--- src/rtl/fir_decim_fifo.sv ---
// Decimating requantiser with a show-ahead output FIFO.
// Keeps every DECIM-th input sample, rounds and saturates it to OUT_W bits,
// stages it for one cycle and then writes it into a DEPTH-word FIFO.
// A write that finds the FIFO full is dropped; this is recorded by the
// sticky overflow flag and a saturating drop counter.
module fir_decim_fifo #(
    parameter int unsigned DATA_W = 15,
    parameter int unsigned OUT_W  = 8,
    parameter int unsigned SHIFT  = 7,
    parameter int unsigned DECIM  = 2,
    parameter int unsigned DEPTH  = 8
) (
    input  logic                      clk,
    input  logic                      rst,
    input  logic [DATA_W-1:0]         data_in,
    input  logic                      valid_in,
    output logic [OUT_W-1:0]          data_out,
    output logic                      valid_out,
    input  logic                      ready_in,
    output logic [$clog2(DEPTH):0]    level,
    output logic                      full,
    output logic                      overflow,
    output logic [7:0]                drop_cnt
);

    localparam int unsigned AW   = $clog2(DEPTH);
    localparam int unsigned LW   = AW + 1;
    localparam int unsigned PW   = (DECIM > 1) ? $clog2(DECIM) : 1;
    localparam int unsigned SW   = DATA_W + 1;
    localparam int unsigned RND  = (SHIFT == 0) ? 0 : (32'd1 << (SHIFT - 1));
    localparam int unsigned MAXV = (32'd1 << OUT_W) - 1;

    logic [PW-1:0]    phase_q, phase_d;
    logic             stg_vld_q, stg_vld_d;
    logic [OUT_W-1:0] stg_data_q, stg_data_d;
    logic [AW-1:0]    wr_ptr_q, wr_ptr_d;
    logic [AW-1:0]    rd_ptr_q, rd_ptr_d;
    logic [LW-1:0]    level_q, level_d;
    logic             valid_q, valid_d;
    logic             full_q, full_d;
    logic             ovf_q, ovf_d;
    logic [7:0]       drop_q, drop_d;
    logic [OUT_W-1:0] head_q, head_d;
    logic [OUT_W-1:0] mem_q [DEPTH];

    logic [SW-1:0]    sum;
    logic [SW-1:0]    rq;
    logic [OUT_W-1:0] q_res;
    logic             keep;
    logic             pop;
    logic             wr_en;
    logic             drop;

    // Round-half-up and saturate at DATA_W+1 bits so the rounding carry is kept
    always_comb begin
        sum   = {1'b0, data_in} + SW'(RND);
        rq    = sum >> SHIFT;
        q_res = (rq > SW'(MAXV)) ? {OUT_W{1'b1}} : rq[OUT_W-1:0];
    end

    // Next-state logic for decimation, staging, FIFO bookkeeping and the head word
    always_comb begin
        phase_d    = phase_q;
        stg_vld_d  = 1'b0;
        stg_data_d = stg_data_q;
        wr_ptr_d   = wr_ptr_q;
        rd_ptr_d   = rd_ptr_q;
        level_d    = level_q;
        ovf_d      = ovf_q;
        drop_d     = drop_q;
        head_d     = head_q;

        keep = valid_in && (phase_q == '0);
        if (valid_in) begin
            phase_d = (phase_q == PW'(DECIM - 1)) ? '0 : phase_q + PW'(1);
        end
        if (keep) begin
            stg_vld_d  = 1'b1;
            stg_data_d = q_res;
        end

        pop   = valid_q && ready_in;
        wr_en = stg_vld_q && ((level_q < LW'(DEPTH)) || pop);
        drop  = stg_vld_q && !wr_en;

        if (wr_en) wr_ptr_d = wr_ptr_q + AW'(1);
        if (pop)   rd_ptr_d = rd_ptr_q + AW'(1);
        if (wr_en && !pop)      level_d = level_q + LW'(1);
        else if (pop && !wr_en) level_d = level_q - LW'(1);

        if (drop) begin
            ovf_d = 1'b1;
            if (drop_q != 8'hFF) drop_d = drop_q + 8'd1;
        end

        // The word written this edge lands at wr_ptr_q; bypass it if it becomes the head
        if (level_d != '0) begin
            if (wr_en && (rd_ptr_d == wr_ptr_q)) head_d = stg_data_q;
            else                                 head_d = mem_q[rd_ptr_d];
        end

        valid_d = (level_d != '0);
        full_d  = (level_d == LW'(DEPTH));
    end

    // Control and output registers with synchronous reset
    always_ff @(posedge clk) begin
        if (rst) begin
            phase_q    <= '0;
            stg_vld_q  <= 1'b0;
            stg_data_q <= '0;
            wr_ptr_q   <= '0;
            rd_ptr_q   <= '0;
            level_q    <= '0;
            valid_q    <= 1'b0;
            full_q     <= 1'b0;
            ovf_q      <= 1'b0;
            drop_q     <= '0;
            head_q     <= '0;
        end else begin
            phase_q    <= phase_d;
            stg_vld_q  <= stg_vld_d;
            stg_data_q <= stg_data_d;
            wr_ptr_q   <= wr_ptr_d;
            rd_ptr_q   <= rd_ptr_d;
            level_q    <= level_d;
            valid_q    <= valid_d;
            full_q     <= full_d;
            ovf_q      <= ovf_d;
            drop_q     <= drop_d;
            head_q     <= head_d;
        end
    end

    // FIFO storage; contents need no reset because pointers define validity
    always_ff @(posedge clk) begin
        if (!rst && wr_en) mem_q[wr_ptr_q] <= stg_data_q;
    end

    assign data_out  = head_q;
    assign valid_out = valid_q;
    assign level     = level_q;
    assign full      = full_q;
    assign overflow  = ovf_q;
    assign drop_cnt  = drop_q;

endmodule

--- config.mk ---
export PLATFORM = sky130hd
export DESIGN_NAME = fir_decim_fifo
export DESIGN_NICKNAME = d
export VERILOG_FILES = /design/src/rtl/fir_decim_fifo.sv
export SDC_FILE = /design/constraint.sdc
export NUM_CORES = 1
export LEC_CHECK = 0
export CORE_MARGIN = 2
export CORE_UTILIZATION = 45
export CTS_CLUSTER_DIAMETER = 100
export CTS_CLUSTER_SIZE = 16
export DETAILED_ROUTE_END_ITERATION = 10
export PLACE_DENSITY = 0.65
export SYNTH_ARGS = -nofsm -noshare
export SYNTH_HDL_FRONTEND = slang
export SYNTH_SLANG_ARGS = --single-unit
--- constraint.sdc ---
create_clock -name clk -period 5.3 [get_ports clk]
set_input_delay 0.53 -clock clk [delete_from_list [all_inputs] [get_ports clk]]
set_output_delay 0.53 -clock clk [all_outputs]
set_load 0.02 [all_outputs]
* Yosys cells after proc, flatten, opt, wreduce, memory -nomap -nowiden *
Memory sizes are Yosys's and may differ from the RTL's. A register that Yosys moved wholly into a read port is not among the register bits.
Index checks and enable logic that the tools add are counted.

storage, ports and cells
  flip-flop bits (word level) = 31
  RAM bits = 64
  output and inout port bits = 23
  word-level logic and storage cells = 44
  memories kept = 1

memory list
  name   words  bits a word  read ports  clocked after Yosys merged registers in  write ports  line  source
  mem_q  8      8            1           1                                        1            44    logic [OUT_W-1:0] mem_q [DEPTH];

cells by class
  add/sub/neg operators = 7
  $lt $le $gt $ge = 2
  equal/unequal tests = 2
  mux-type cells = 8
  bitwise gates (word level) = 1
  reductions and logical operators = 13

operators with widths
  cell                                                                   count
  15-bit by 7-bit adder with 16-bit output (second input constant)       1
  9-bit by 8-bit > comparator with 1-bit output (second input constant)  1
  8-bit by 1-bit adder with 8-bit output (second input constant)         1
  4-bit two-way mux                                                      2
  8-bit two-way mux                                                      1
  8-bit != test (second input constant)                                  1
  1-bit logical AND                                                      7
  3-bit by 1-bit adder with 3-bit output (second input constant)         2
  4-bit by 1-bit adder with 4-bit output (second input constant)         1
  4-bit equality test (second input constant)                            1
  4-bit < comparator (second input constant)                             1
  1-bit two-way mux                                                      4
  4-bit nonzero test                                                     1
  4-bit by 1-bit subtractor with 4-bit output (second input constant)    1
  1-bit zero test                                                        3
  3-bit two-way mux                                                      1
  2-bit AND reduction                                                    1
  1-bit adder (second input constant)                                    1
  1-bit logical OR                                                       1
  1-bit NOT                                                              1

* Depth between registers and ports, before layout *
Gate-level depths: netlist of the first run.

  depth in word-level cells = 8
  depth in mapped cells = 9
  mapped depth without buffers = 8

* Least setup slack after synthesis of the first run *
OpenSTA, ideal clock, no wires.

  kind = reg-to-reg
  start = reg valid_q, in the netlist valid_out
  end = reg head_q[0], in the netlist data_out[0], read port of mem_q
  library setup time = 122 ps
  arrival time = 2,312 ps
  slack = 2,867 ps
  stages on the path, launching flop included = 7
  path buffers = 1
  period minus slack after synthesis = 2,433 ps
  cell sequence = dfxtp_1 > nand3_1 > xnor2_2 > clkbuf_1 > mux4_2 > mux2_2 > a221o_1

between the ends
  word-level cells in the longest chain between the ends = 8
  elaborated cells between the ends (all ways) = 11
  classes of those cells = mux (3); reduce/logical (8)

RTL lines
  item                      line  source
  start: declaration        39    logic valid_q, valid_d;
  start signal: assignment  127   valid_q <= valid_d;
  1-bit logical AND (*)     82    pop = valid_q && ready_in;
  1-bit logical OR          83    wr_en = stg_vld_q && ((level_q < LW'(DEPTH)) || pop);
  1-bit logical AND         83
  1-bit zero test           89    else if (pop && !wr_en) level_d = level_q - LW'(1);
  1-bit logical AND         89
  4-bit two-way mux         89
  4-bit two-way mux         88    if (wr_en && !pop) level_d = level_q + LW'(1);
  4-bit nonzero test        97    if (level_d != '0) begin
  end: declaration          43    logic [OUT_W-1:0] head_q, head_d;

Mark *: on every way between the ends. The rest lies on a longest branch, timed or not.
A chain may end at the register's enable or synchronous reset.

* Worst setup path in the final report of the first run *
  start = in ready_in
  end = reg head_q[6], in the netlist data_out[6], read port of mem_q

between the ends
  word-level cells in the longest chain between the ends = 8
  elaborated cells between the ends (all ways) = 11
  classes of those cells = mux (3); reduce/logical (8)

RTL lines
  item                   line  source
  start: declaration     19    input logic ready_in,
  1-bit logical AND (*)  82
  1-bit logical OR       83
  1-bit logical AND      83
  1-bit zero test        89
  1-bit logical AND      89
  4-bit two-way mux      89
  4-bit two-way mux      88
  4-bit nonzero test     97

Marks and branches as above.

==> results of run 1 <==
-- how the worst min path moves through the flow --
stage	endpoint	slack, ns
2_1_floorplan	phase_q	0.46
3_3_place_gp	overflow	0.46
3_5_place_dp	overflow	0.48
4_1_cts	phase_q	0.50
5_1_grt	overflow	0.54
6_report	overflow	0.49
-- where the power goes --
group	switching, mW	total (mW)	internal (mW)
clock	0.259	0.573	0.313
combinational	0.245	0.496	0.250
sequential	0.0538	0.958	0.904
-- logic make-up (layout without fill, tap and decap cells) --
kind of cell | count (synthesis) | in the layout
XOR/XNOR | 18 | 18
AO/OA/AOI/OAI | 48 | 48
adder cells (fa/ha/maj) | 6 | 6
AND/OR/NAND/NOR | 100 | 100
multiplexers | 25 | 25
flip-flops | 103 | 103
buffers and inverters | 20 | 64
-- critical path, stage by stage --
cell and delay (ns):
clkdlybuf4s50_1 0.66, nand2_4 0.19, xnor2_4 0.76, xnor2_1 0.16
nand4_2 0.27, nor3b_2 0.60, a221o_1 0.24
-- metrics by stage --
| stage | setup WS (ns) | area [µm²] | hold WS (ns) | util [%] |
|---|---|---|---|---|
| finish | 2.16 | 5150 | 0.486 | 53.2 |
| global route | 1.90 | 5150 | 0.538 | 53.2 |
| CTS | 2.09 | 5150 | 0.498 | 53.2 |
| detailed placement | 1.71 | 4910 | 0.476 | 50.7 |
| global placement | 1.73 | 4910 | 0.457 | 50.7 |
| floorplan | 2.87 | 4430 | 0.458 | - |
-- cells in the mapped netlist (all sizes together), types with 6 or more instances --
| cell | number | share of area (%) |
|---|---|---|
| edfxtp | 64 | 43 |
| dfxtp | 39 | 18 |
| nor2 | 31 | 2.6 |
| nand2 | 16 | 1.5 |
| mux4 | 15 | 7.6 |
| nor2b | 12 | 1.7 |
| xnor2 | 12 | 3.0 |
| a21oi | 10 | 1.1 |
| nor3b | 10 | 1.8 |
| buf | 9 | 1.4 |
| nand3 | 9 | 1.0 |
| a221o | 8 | 1.8 |
| mux2 | 8 | 2.0 |
| a211oi | 7 | 1.2 |
| inv | 7 | 0.59 |
| ha | 6 | 1.7 |
| xor2 | 6 | 1.2 |
-- flip-flops by register name (all words and copies together) (netlist names), 3 cells and up --
name / cells
data_out: 8
drop_cnt: 8
level: 4
mem_q: 64
rd_ptr_q: 3
stg_data_q: 8
wr_ptr_q: 3
-- final cells by class --
cell class                 count  area (µm²)  share of cell area (%)
tap                          133         166                    3.23
inverter                       8        30.0                   0.583
sequential                   103        2700                    52.5
clock inverter                 6         109                    2.11
timing repair buffer          40         388                    7.54
multi-input combinational    197        1620                    31.6
clock buffer                  10         128                    2.48
-- routing by layer --
metal	global-route usage, %	share of wire [%]
met4	6.48	1.4
met2	25.9	49
met1	22.6	46
met3	2.35	3.4
met5	0	0
-- placed cells by master (no fill, tap or decap), types with 9 or more instances in the layout --
master,n
xnor2_1,10
dfxtp_1,39
nor2b_1,12
edfxtp_1,64
clkdlybuf4s50_1,35
nor3b_1,9
nand2_1,15
a21oi_1,10
nor2_1,31
mux4_2,15
nand3_1,9
clkbuf_8,9
==> impl_metrics.py, run 1 <==
metrics = {
    "sta": {
        "fin_crit_sh_pct": 59.2,
        "tns_ns": 0,
        "finalSetupViolations": 0,
        "skew_ns": 0.00977,
        "fmaxAchievable_mhz": 319,
        "maxSlewHeadroom_pct": 37.0,
        "worst_pin_slew_ns": 0.931,
        "rsz0062_at_grt": "false",
        "hold_viol_final": 0,
        "min_period_ns": 3.14,
        "slew_violations": 0,
    },
    "grt": {
        "grt_pass1_vias": 2508,
        "antenna_found_initial": 0,
        "gr-total-overflow": 0,
        "grtUsageTotal_pct": 16.2,
        "grt_first_pass_wirelength_um": 12800,
        "grt_start_max_net_pins": 42,
    },
    "clocking": {
        "ctsResizeCount": 0,
        "cts_buffers": 9,
        "clk_pin_slew_worst_paths_ns": 0.09,
        "postCtsSetupRepairBufs": 0,
        "ctsHoldBuffers": 0,
        "clock-sinks": 103,
        "cts_tree": "built",
        "htreeDepth": 3,
        "clockRootBuffer": "clkbuf_8",
        "clk_latency_ns": 0.36,
        "cts_buffer_depth": 2,
    },
    "pwr": {
        "leakagePower_nw": 1.73,
        "vdd_drop_max_uv": 148,
        "p_per_area_nw_per_um2": 394,
        "finalPower_mw": 2.03,
    },
    "worst_hold_path": {
        "hold_path_depth": 2,
        "hold_start": "overflow",
        "hp-class": "register to register",
    },
    "setup_path": {
        "critPathLaunch": "ready_in",
        "reg2reg_to": "data_out[6]",
        "arrival_ns": 3.44,
        "crit_path_max_fanout": 19,
        "end_kind": "register",
        "crit_path_end": "data_out[6]",
        "r2r-start": "valid_out",
        "ff2ff_setup_slack_ns": 2.46,
        "worstSetupStartpointType": "input port",
        "reg2reg_depth": 6,
        "worstPathRequired_ns": 5.60,
        "critPathKind": "input port to register",
    },
    "layout": {
        "nets": 384,
        "syn_to_final_growth_pct": 16.2,
        "stdcell_count": 497,
        "drive_above_1_share_pct": 14.3,
        "num_antenna_cells": 0,
        "nFillCells": 813,
    },
    "routing": {
        "drt_iter0_markers": 154,
        "dr.pass1.iters": 4,
        "ant_nets": 0,
        "via_per_inst": 5.36,
        "drc_errors": 0,
        "wl_um": 8230,
        "num_vias": 2663,
        "wl_per_cell_um": 16.6,
    },
    "synthesis": {
        "synth-edff-count": 64,
        "syn_area_um2": 4430,
        "synth_xor_area_share_pct": 4.15,
        "synthArstFlopShare_pct": 0,
        "ys_ff_latch": 103,
        "yosys.cell_types.count": 55,
        "syn_inst": 320,
        "syn_nets": 345,
        "synth_top_family_by_area": "simple AND/OR/NAND/NOR gates",
        "yosys_warnings": 0,
        "yosysSeqAreaShare_pct": 61.0,
        "ys.flop_type": "edfxtp_1",
        "synthMuxAreaShare_pct": 10.1,
        "synth_compound_area_share_pct": 8.64,
        "yosys.area_share.simple_pct": 12.1,
        "synthAdderAreaFrac_pct": 1.69,
        "postSynthAreaPerCell_um2": 13.8,
    },
    "job": {
        "maxCapViolCount": 0,
    },
    "placed_design": {
        "dp_cells": 481,
        "portBuffers": 35,
        "post-dp-hpwl_um": 5350,
        "gp_congestion": 0.758,
    },
    "floorplan": {
        "die_x_um": 103,
        "die_area_um2": 10700,
        "start_util_pct": 45.7,
        "dieHeight_um": 103,
        "num_rows": 36,
        "coreArea_um2": 9680,
        "ios": 42,
    },
    "status": {
        "status": "completed",
    },
}
(Power assumes the default switching activity.)
==> run 2: changes to the inputs <==
clock period = 3 ns   (was 5.3 ns; I/O delays follow)
==> impl_metrics.py, run 2 (synthesis gave the netlist of run 1 again) <==
metrics = {
    "setup_path": {
        "end_kind": "register",
        "arrival_ns": 2.67,
        "critPathKind": "register to register",
        "worstPathRequired_ns": 3.24,
        "worstSetupStartpointType": "register",
        "crit_path_max_fanout": 17,
    },
    "sta": {
        "maxSlewHeadroom_pct": 34.6,
        "slew_violations": 0,
        "tns_ns": 0,
        "min_period_ns": 2.43,
        "rsz0062_at_grt": "false",
        "worst_pin_slew_ns": 0.966,
        "skew_ns": 0.00909,
        "fin_crit_sh_pct": 81.0,
        "hold_viol_final": 0,
        "whs_ns": 0.478,
        "finalSetupViolations": 0,
        "fmaxAchievable_mhz": 412,
    },
    "pwr": {
        "p_per_area_nw_per_um2": 647,
        "leakagePower_nw": 1.76,
        "vdd_drop_max_uv": 230,
    },
    "routing": {
        "drc_errors": 0,
        "wl_um": 8480,
        "wl_per_cell_um": 16.7,
        "num_vias": 2723,
        "ant_nets": 0,
        "dr.pass1.iters": 4,
        "drt_iter0_markers": 105,
        "via_per_inst": 5.35,
    },
    "grt": {
        "grt_first_pass_wirelength_um": 13600,
        "grt_start_max_net_pins": 41,
        "grtUsageTotal_pct": 17.4,
        "antenna_found_initial": 0,
        "grt_pass1_vias": 2635,
        "gr-total-overflow": 0,
    },
    "floorplan": {
        "die_x_um": 103,
        "die_area_um2": 10700,
        "num_rows": 36,
        "start_util_pct": 45.7,
        "coreArea_um2": 9680,
        "dieHeight_um": 103,
        "ios": 42,
    },
    "clocking": {
        "postCtsSetupRepairBufs": 0,
        "clk_pin_slew_worst_paths_ns": 0.09,
        "clockRootBuffer": "clkbuf_8",
        "htreeDepth": 3,
        "ctsHoldBuffers": 0,
        "ctsResizeCount": 0,
        "clk_latency_ns": 0.36,
        "clock-sinks": 103,
        "cts_buffer_depth": 2,
        "cts_buffers": 9,
        "cts_tree": "built",
    },
    "layout": {
        "nFillCells": 842,
        "nets": 396,
        "drive_above_1_share_pct": 16.5,
        "mostFrequentLayoutCells": "64 x edfxtp_1, 39 x dfxtp_1, 35 x clkdlybuf4s50_1, 31 x nor2_1",
        "num_antenna_cells": 0,
        "finish.utilization_pct": 53.6,
        "stdcell_count": 509,
        "largest_register_ffs": 64,
        "final_common_cell": "edfxtp_1",
        "top_register": "mem_q",
        "syn_to_final_growth_pct": 17.2,
    },
    "placed_design": {
        "portBuffers": 35,
        "post-dp-hpwl_um": 5620,
        "dp_cells": 493,
        "gp_congestion": 0.768,
    },
    "worst_hold_path": {
        "hp-class": "register to register",
    },
    "job": {
        "maxCapViolCount": 0,
    },
    "status": {
        "status": "completed",
    },
}
run 2: metal layers:
layer  global-route usage [%]  vias up  wire (µm)
met5                        0        -          0
met3                     2.08       10        329
li1                         -     1320          -
met2                     28.5       50       4230
met4                     7.69        0        143
met1                     23.6     1343       3770
run 2: area by class of cell:
cell class / instances / area [µm²] / area share (%)
timing repair buffer: 52 / 503 / 9.69
multi-input combinational: 197 / 1620 / 31.3
clock inverter: 5 / 35.0 / 0.675
sequential: 103 / 2700 / 52.0
tap: 133 / 166 / 3.20
clock buffer: 11 / 131 / 2.53
inverter: 8 / 30.0 / 0.578
run 2: worst paths after layout:
| path | start | depth (start not counted) | to | slack (ns) |
|---|---|---|---|---|
| setup / recovery | level[0] | 9 | data_out[5] | 0.57 |
| hold / removal | overflow | 2 | overflow | 0.48 |
| setup reg to reg | level[0] | 9 | data_out[5] | 0.57 |
| hold reg to reg | overflow | 2 | overflow | 0.48 |
run 2: metrics by stage:
| stage | total power [mW] | instance area (µm²) | worst slack [ns] |
|---|---|---|---|
| 3_5_place_dp | 2.66 | 5030 | 0.327 |
| 6_report | 3.36 | 5190 | 0.570 |
| 5_1_grt | 3.54 | 5190 | 0.417 |
| 4_1_cts | 3.40 | 5190 | 0.568 |
| 3_3_place_gp | 2.64 | 5030 | 0.366 |
| 2_1_floorplan | 2.35 | 4430 | 0.567 |
run 2: power breakdown:
part | total (mW) | internal, mW | switching [mW] | leakage, nW
logic | 0.924 | 0.477 | 0.447 | 0.769
registers | 1.69 | 1.60 | 0.0935 | 0.907
clock network | 0.744 | 0.302 | 0.442 | 0.0811
total | 3.36 | 2.38 | 0.982 | 1.76
run 2: critical path, cell delays in order, from the launching register on:
cell,delay (ns)
dfxtp_1,0.49
inv_1,0.10
ha_1,0.21
and4b_1,0.17
a31oi_1,0.20
xnor2_1,0.16
a2111oi_4,0.35
buf_4,0.31
nor3b_1,0.08
a221o_1,0.26
